`config.mk`:
```
export PLATFORM = sky130hd
export DESIGN_NAME = overture_run_ctrl
export DESIGN_NICKNAME = d
export VERILOG_FILES = /design/src/rtl/overture_pkg.sv /design/src/rtl/overture_run_ctrl.sv
export SDC_FILE = /design/constraint.sdc
export NUM_CORES = 1
export LEC_CHECK = 0
export ABC_AREA = 1
export CORE_ASPECT_RATIO = 0.75
export CORE_UTILIZATION = 25
export DETAILED_ROUTE_END_ITERATION = 8
export PLACE_DENSITY = 0.45
export SYNTH_ARGS = -nofsm -noshare
export SYNTH_HDL_FRONTEND = slang
export SYNTH_SLANG_ARGS = --single-unit
```
`constraint.sdc`:
```
create_clock -name clk -period 5.9 [get_ports clk]
set_input_delay 1.77 -clock clk [delete_from_list [all_inputs] [get_ports clk]]
set_output_delay 1.77 -clock clk [all_outputs]
set_load 0.05 [all_outputs]
```
`src/rtl/overture_pkg.sv`:
```
// Shared types for the Overture run controller: FSM states and halt-reason codes.
package overture_pkg;

    typedef enum logic [1:0] {
        ST_IDLE   = 2'd0,
        ST_RUN    = 2'd1,
        ST_STEP   = 2'd2,
        ST_HALTED = 2'd3
    } run_state_t;

    typedef enum logic [2:0] {
        HR_NONE  = 3'd0,
        HR_STOP  = 3'd1,
        HR_BP    = 3'd2,
        HR_LIMIT = 3'd3,
        HR_STEP  = 3'd4
    } halt_reason_t;

endpackage

```
`src/rtl/overture_run_ctrl.sv`:
```
// Execution controller for the Overture CPU: turns start/step/stop pulses into a gated
// run level, halting on a PC breakpoint or a per-launch cycle budget.
//
// state   | meaning
// --------+-------------------------------------------------------------
// IDLE    | out of reset, nothing launched yet
// RUN     | continuous execution until stop, breakpoint or cycle limit
// STEP    | one run cycle (unless aborted by stop), then HALTED
// HALTED  | stopped; halt_reason says why, start/step relaunch
module overture_run_ctrl
    import overture_pkg::*;
#(
    parameter int CNT_W       = 16,
    parameter int CYCLE_LIMIT = 1000
) (
    input  logic             clk,
    input  logic             reset,
    input  logic             start,
    input  logic             step,
    input  logic             stop,
    input  logic             bp_en,
    input  logic [7:0]       bp_addr,
    input  logic [7:0]       cpu_pc,
    output logic             run,
    output logic             busy,
    output logic             halted,
    output logic [2:0]       halt_reason,
    output logic [CNT_W-1:0] cycle_count
);

    run_state_t       state, state_nxt;
    halt_reason_t     reason_q, reason_nxt;
    logic [CNT_W-1:0] count_q;
    logic             skip_bp, skip_bp_nxt;
    logic             launch;
    logic             bp_hit;
    logic             limit_hit;

    // skip_bp lets a resume execute the instruction that caused the breakpoint halt.
    assign bp_hit    = bp_en && (cpu_pc == bp_addr) && !skip_bp;
    assign limit_hit = (CYCLE_LIMIT != 0) && (count_q == CNT_W'(CYCLE_LIMIT));

    always_comb begin
        state_nxt   = state;
        reason_nxt  = reason_q;
        skip_bp_nxt = skip_bp;
        launch      = 1'b0;
        run         = 1'b0;
        case (state)
            ST_IDLE, ST_HALTED: begin
                if (start) begin
                    state_nxt   = ST_RUN;
                    launch      = 1'b1;
                    skip_bp_nxt = (state == ST_HALTED);
                end else if (step) begin
                    state_nxt   = ST_STEP;
                    launch      = 1'b1;
                    skip_bp_nxt = 1'b0;
                end
            end
            ST_RUN: begin
                if (stop) begin
                    state_nxt  = ST_HALTED;
                    reason_nxt = HR_STOP;
                end else if (bp_hit) begin
                    state_nxt  = ST_HALTED;
                    reason_nxt = HR_BP;
                end else if (limit_hit) begin
                    state_nxt  = ST_HALTED;
                    reason_nxt = HR_LIMIT;
                end else begin
                    run = 1'b1;
                end
            end
            ST_STEP: begin
                state_nxt  = ST_HALTED;
                reason_nxt = stop ? HR_STOP : HR_STEP;
                run        = !stop;
            end
            default: state_nxt = ST_IDLE;
        endcase
        if (launch) begin
            reason_nxt = HR_NONE;
        end
        if (run) begin
            skip_bp_nxt = 1'b0;
        end
        // Reset kills run in the same cycle so the CPU never advances under reset.
        if (reset) begin
            run = 1'b0;
        end
    end

    always_ff @(posedge clk) begin
        if (reset) begin
            state    <= ST_IDLE;
            reason_q <= HR_NONE;
            count_q  <= '0;
            skip_bp  <= 1'b0;
        end else begin
            state    <= state_nxt;
            reason_q <= reason_nxt;
            skip_bp  <= skip_bp_nxt;
            if (launch) begin
                count_q <= '0;
            end else if (run && (count_q != '1)) begin
                count_q <= count_q + CNT_W'(1);
            end
        end
    end

    assign busy        = (state == ST_RUN) || (state == ST_STEP);
    assign halted      = (state == ST_HALTED);
    assign halt_reason = reason_q;
    assign cycle_count = count_q;

endmodule

```
Word-level counts from Yosys, hierarchy flattened --
Cells that the tools add are included.
Storage, ports and cells: output and inout bits 22, logic and storage cells 49, input port bits 22, register bits after elaboration 22
Operators by class: reductions and logical operators 15, equal/unequal tests 8, add/subtract/negate cells 1, mux-type cells 21
Operator list (count):
- 16-bit by 1-bit adder with 16-bit output, second input constant | 1
- 16-bit by 10-bit == test with 1-bit output, second input constant | 1
- 16-bit inequality test, second input constant | 1
- 3-bit 2-to-1 mux | 4
- 2-bit 2-to-1 mux | 5
- 1-bit 2-to-1 mux | 9
- 8-bit == test | 1
- 2-bit case mux with 3 select lines | 1
- 3-bit case mux with 2 select lines | 1
- 2-bit AND reduction | 3
- 2-bit OR reduction | 3
- 2-bit == test, second input constant | 2
- 4-bit inequality test, second input constant | 1
- 2-bit nonzero test | 2
- 1-bit logical AND | 3
- 3-bit inequality test, second input constant | 1
- 2-bit by 1-bit == test with 1-bit output, second input constant | 1
- 1-bit zero test | 2
- 2-bit zero test | 1
- 1-bit case mux with 2 select lines | 1
- 1-bit logical OR | 1

Longest topological paths before layout --
depth after elaboration 8, depth in mapped cells 13

Worst setup path after synthesis --
Ideal clock, no wire load.
path type input to output, start input port bp_addr[4], end output port run, arrival 3205 ps, stages on the path 10, slack 925 ps, buffers on the path 1, data required time 4130 ps, cells stage by stage inv_1 > nand2_1 > nand2_1 > nor2_1 > nand3_1 > o21ai_2 > a21oi_1 > buf_4 > inv_1 > nor2_1
On the way: word-level cells in the longest chain between the ends 7
RTL lines:
- start: declaration | line overture_run_ctrl.sv:22 | input logic [7:0] bp_addr,
- 8-bit == test | line overture_run_ctrl.sv:40 | assign bp_hit = bp_en && (cpu_pc == bp_addr) && !skip_bp;
- 1-bit logical AND (2 in a row) | line overture_run_ctrl.sv:40
- 1-bit 2-to-1 mux | line overture_run_ctrl.sv:65 | end else if (bp_hit) begin
- 1-bit 2-to-1 mux | line overture_run_ctrl.sv:62 | if (stop) begin
- 1-bit case mux with 2 select lines | line overture_run_ctrl.sv:49 | case (state)
- 1-bit 2-to-1 mux | line overture_run_ctrl.sv:89 | if (reset) begin
- end: declaration | line overture_run_ctrl.sv:24 | output logic run,
Every way passes these cells.

Final worst setup path --
start input port cpu_pc[0], end output port run
On the way: word-level cells in the longest chain between the ends 7
RTL lines:
- start: declaration | line overture_run_ctrl.sv:23 | input logic [7:0] cpu_pc,
- 8-bit == test | line overture_run_ctrl.sv:40
- 1-bit logical AND (2 in a row) | line overture_run_ctrl.sv:40
- 1-bit 2-to-1 mux | line overture_run_ctrl.sv:65
- 1-bit 2-to-1 mux | line overture_run_ctrl.sv:62
- 1-bit case mux with 2 select lines | line overture_run_ctrl.sv:49
- 1-bit 2-to-1 mux | line overture_run_ctrl.sv:89
Every way passes these cells.

==> flow_metrics.env <==
export IMPL_place_hpwl_um=3581
export IMPL_start_util=0.2665
export IMPL_rr_startpoint="state[0]"
export IMPL_synth_compound_area_share=0.1100
export IMPL_hold_class="flip-flop to flip-flop"
export IMPL_cts_tree="done"
export IMPL_crit_path_start_kind="input pin"
export IMPL_r2r_slack_ns=3.42
export IMPL_viasPerCell=4.441
export IMPL_drv_cap=0
export IMPL_hold_buffers=0
export IMPL_slew_headroom=0.4816
export IMPL_totalWireLength_um=4612
export IMPL_ir_worst_vdd_mv=0.09848
export IMPL_vias=1643
export IMPL_drt_iter0_drc=66
export IMPL_synth_top_family_by_area="simple AND/OR/NAND/NOR gates"
export IMPL_fin_util=0.3603
export IMPL_cts_num_sinks=22
export IMPL_yosys_warnings=0
export IMPL_drive_gt1_frac=0.06849
export IMPL_grt_pass1_vias=1547
export IMPL_setup_viol=0
export IMPL_clock_skew_ns=0.005536
export IMPL_cts_root_buf="clkbuf_8"
export IMPL_wl_per_cell_um=12.46
export IMPL_rr_endpoint="cycle_count[5]"
export IMPL_cp_arrival_ns=3.36
export IMPL_dieArea_sq_mm=0.006697
export IMPL_cts_buffers=3
export IMPL_cts_setup_buffers=0
export IMPL_tns_ns=0
export IMPL_grt_max_degree=17
export IMPL_crit_type="input pin to output pin"
export IMPL_clkTransAtPathRegs_ns=0.08
export IMPL_synthSimpleGateAreaFrac=0.3936
export IMPL_synth_fa_ha_area_frac=0.03928
export IMPL_syn_nets=276
export IMPL_synth_mux_area_frac=0
export IMPL_synthXorXnorAreaFrac=0.06049
export IMPL_drcViolationCount=0
export IMPL_syn_inst=249
export IMPL_clock_latency_ns=0.26
export IMPL_rsz0062_at_grt="false"
export IMPL_antenna_left=0
export IMPL_yosys_cell_types_count=30
export IMPL_ys_seq_area_frac=0.2765
export IMPL_worstMarginPinSlew_ns=0.7776
export IMPL_synth_seq_cells=22
export IMPL_synthToLayoutAreaGrowth_pct=35.19
export IMPL_dr_pass1_iters=4
export IMPL_hold_depth=2
export IMPL_layout_worst_path_cycle_share=0.8688
export IMPL_total_leakage_power_nw=0.8425
export IMPL_n_antenna_cell=0
export IMPL_clockBufferDepth=2
export IMPL_p_per_area_mw_per_mm2=187.3
export IMPL_cp_max_fo=12
export IMPL_cp_required_ns=4.13
export IMPL_htreeDepth=1
export IMPL_finalMaxSlewViolations=0
export IMPL_gp_congestion=0.8339
export IMPL_row_count=24
export IMPL_grt_ovfl_total=0
export IMPL_final_net_count=321
export IMPL_die_height_um=71.13
export IMPL_grt_use_total=0.1546
export IMPL_cts_resized=0
export IMPL_status="completed"
export IMPL_period_minus_slack_ns=5.126
export IMPL_nFillCells=657
export IMPL_ff2ff_path_depth=6
export IMPL_fmax_mhz=195.1
export IMPL_min_to="halt_reason[0]"
export IMPL_syn_mean_instance_area_sq_um=6.397
export IMPL_port_buffers=43
export IMPL_antenna_found_initial=0
export IMPL_dieWidth_um=94.17
export IMPL_hp_start="halt_reason[0]"
export IMPL_ios=44
export IMPL_grt_pass1_wl_um=7997
export IMPL_syn_area_sq_mm=0.001593
export IMPL_core_area_sq_mm=0.005976
export IMPL_cp_end_kind="output pin"
export IMPL_finalHoldViolations=0
[sequential cells by signal (all words and copies together), names as in the netlist]
name / count
halt_reason: 3
cycle_count: 16
skip_bp: 1
state: 2
[worst max-delay path, stage by stage]
cell and delay (ns):
clkdlybuf4s50_1 0.48, nand2_1 0.07, nand2_1 0.07, nor2_1 0.04
nand3_1 0.12, o21ai_2 0.07, a21oi_1 0.12, buf_4 0.21
inv_1 0.06, nor2_1 0.17, buf_12 0.17
[layout by cell type (no fill, tap or decap), types with 8 or more instances in the layout]
| cell | Yosys | routed |
|---|---|---|
| xor2_1 | 8 | 8 |
| dfxtp_1 | 22 | 22 |
| nor3_1 | 9 | 9 |
| nand2_1 | 62 | 62 |
| nand4_1 | 16 | 16 |
| clkdlybuf4s50_1 | 0 | 42 |
| nor2_1 | 31 | 31 |
| inv_1 | 41 | 41 |
| a21oi_1 | 12 | 12 |
| nand3_1 | 10 | 10 |
[worst max path at each step]
stage	cells past startpoint	start	to	slack (ns)
2_1_floorplan	10	bp_addr[4]	run	0.93
3_3_place_gp	11	cpu_pc[0]	run	0.80
3_5_place_dp	11	cpu_pc[0]	run	0.79
4_1_cts	11	cpu_pc[0]	run	0.77
5_1_grt	11	cpu_pc[7]	run	0.59
6_report	11	cpu_pc[0]	run	0.77
[synth_stat cells]
cell type	count	area [sq um]
nand2_1	62	232.7
inv_1	41	153.9
nor2_1	31	116.4
dfxtp_1	22	440.4
nand4_1	16	100.1
a21oi_1	12	60.06
nand3_1	10	50.05
nor3_1	9	45.04
xor2_1	8	70.07
a21oi_2	6	52.55
ha_1	5	62.56
o21ai_0	5	25.02
clkbuf_1	3	11.26
xnor2_1	3	26.28
a211oi_1	1	7.510
a31oi_1	1	6.260
buf_4	1	7.510
buf_8	1	15.01
clkinv_1	1	3.750
nand2_2	1	6.260
nand2_4	1	11.26
nand3_2	1	10.01
nand4_4	1	21.27
nor2_2	1	6.260
nor2_4	1	11.26
nor3_2	1	10.01
nor4_1	1	6.260
o21a_1	1	7.510
o21ai_2	1	8.760
o21bai_1	1	7.510
[report_power, final]
| part | internal [W] | switching (W) | total, W |
|---|---|---|---|
| combinational | 0.0000502 | 0.0000966 | 0.000147 |
| clock | 0.0000456 | 0.0000499 | 0.0000956 |
| sequential | 0.000156 | 0.00000541 | 0.000161 |
[final cells by class]
cell class / instances / area (sq um) / area share
clock buffers: 3 / 41.29 / 0.01917
well taps: 78 / 97.59 / 0.04532
repair buffers: 45 / 455.4 / 0.2115
flip-flops and latches: 22 / 440.4 / 0.2045
multi-input cells: 180 / 960.9 / 0.4463
inverters: 42 / 157.7 / 0.07321
[metal layers]
layer	part of all wire	track usage
met1	0.57	0.2487
met2	0.38	0.2069
met3	0.047	0.03548
met4	0.0054	0.02051
met5	0	0
[kinds of logic (layout without fill, tap and decap cells)]
kind of cell	Yosys count	count (layout)
simple gates	136	136
buf+inv	47	90
compound gates	28	28
flops	22	22
xor+xnor	11	11
fa+ha+maj	5	5
[per-stage QoR]
stage               power (W)  hold slack (ns)  setup WS (ns)  cells  instance area, sq um
finish              0.0004032           0.4722         0.7740    370                  2153
global route        0.0004326           0.4981         0.5929    370                  2153
CTS                 0.0004095           0.4754         0.7677    370                  2153
detailed placement  0.0003107           0.4620         0.7907    367                  2112
global placement    0.0003112           0.4544         0.8001    367                  2112
floorplan           0.0002566           0.4396         0.9250    249                  1593
(Power assumes the default switching activity.)
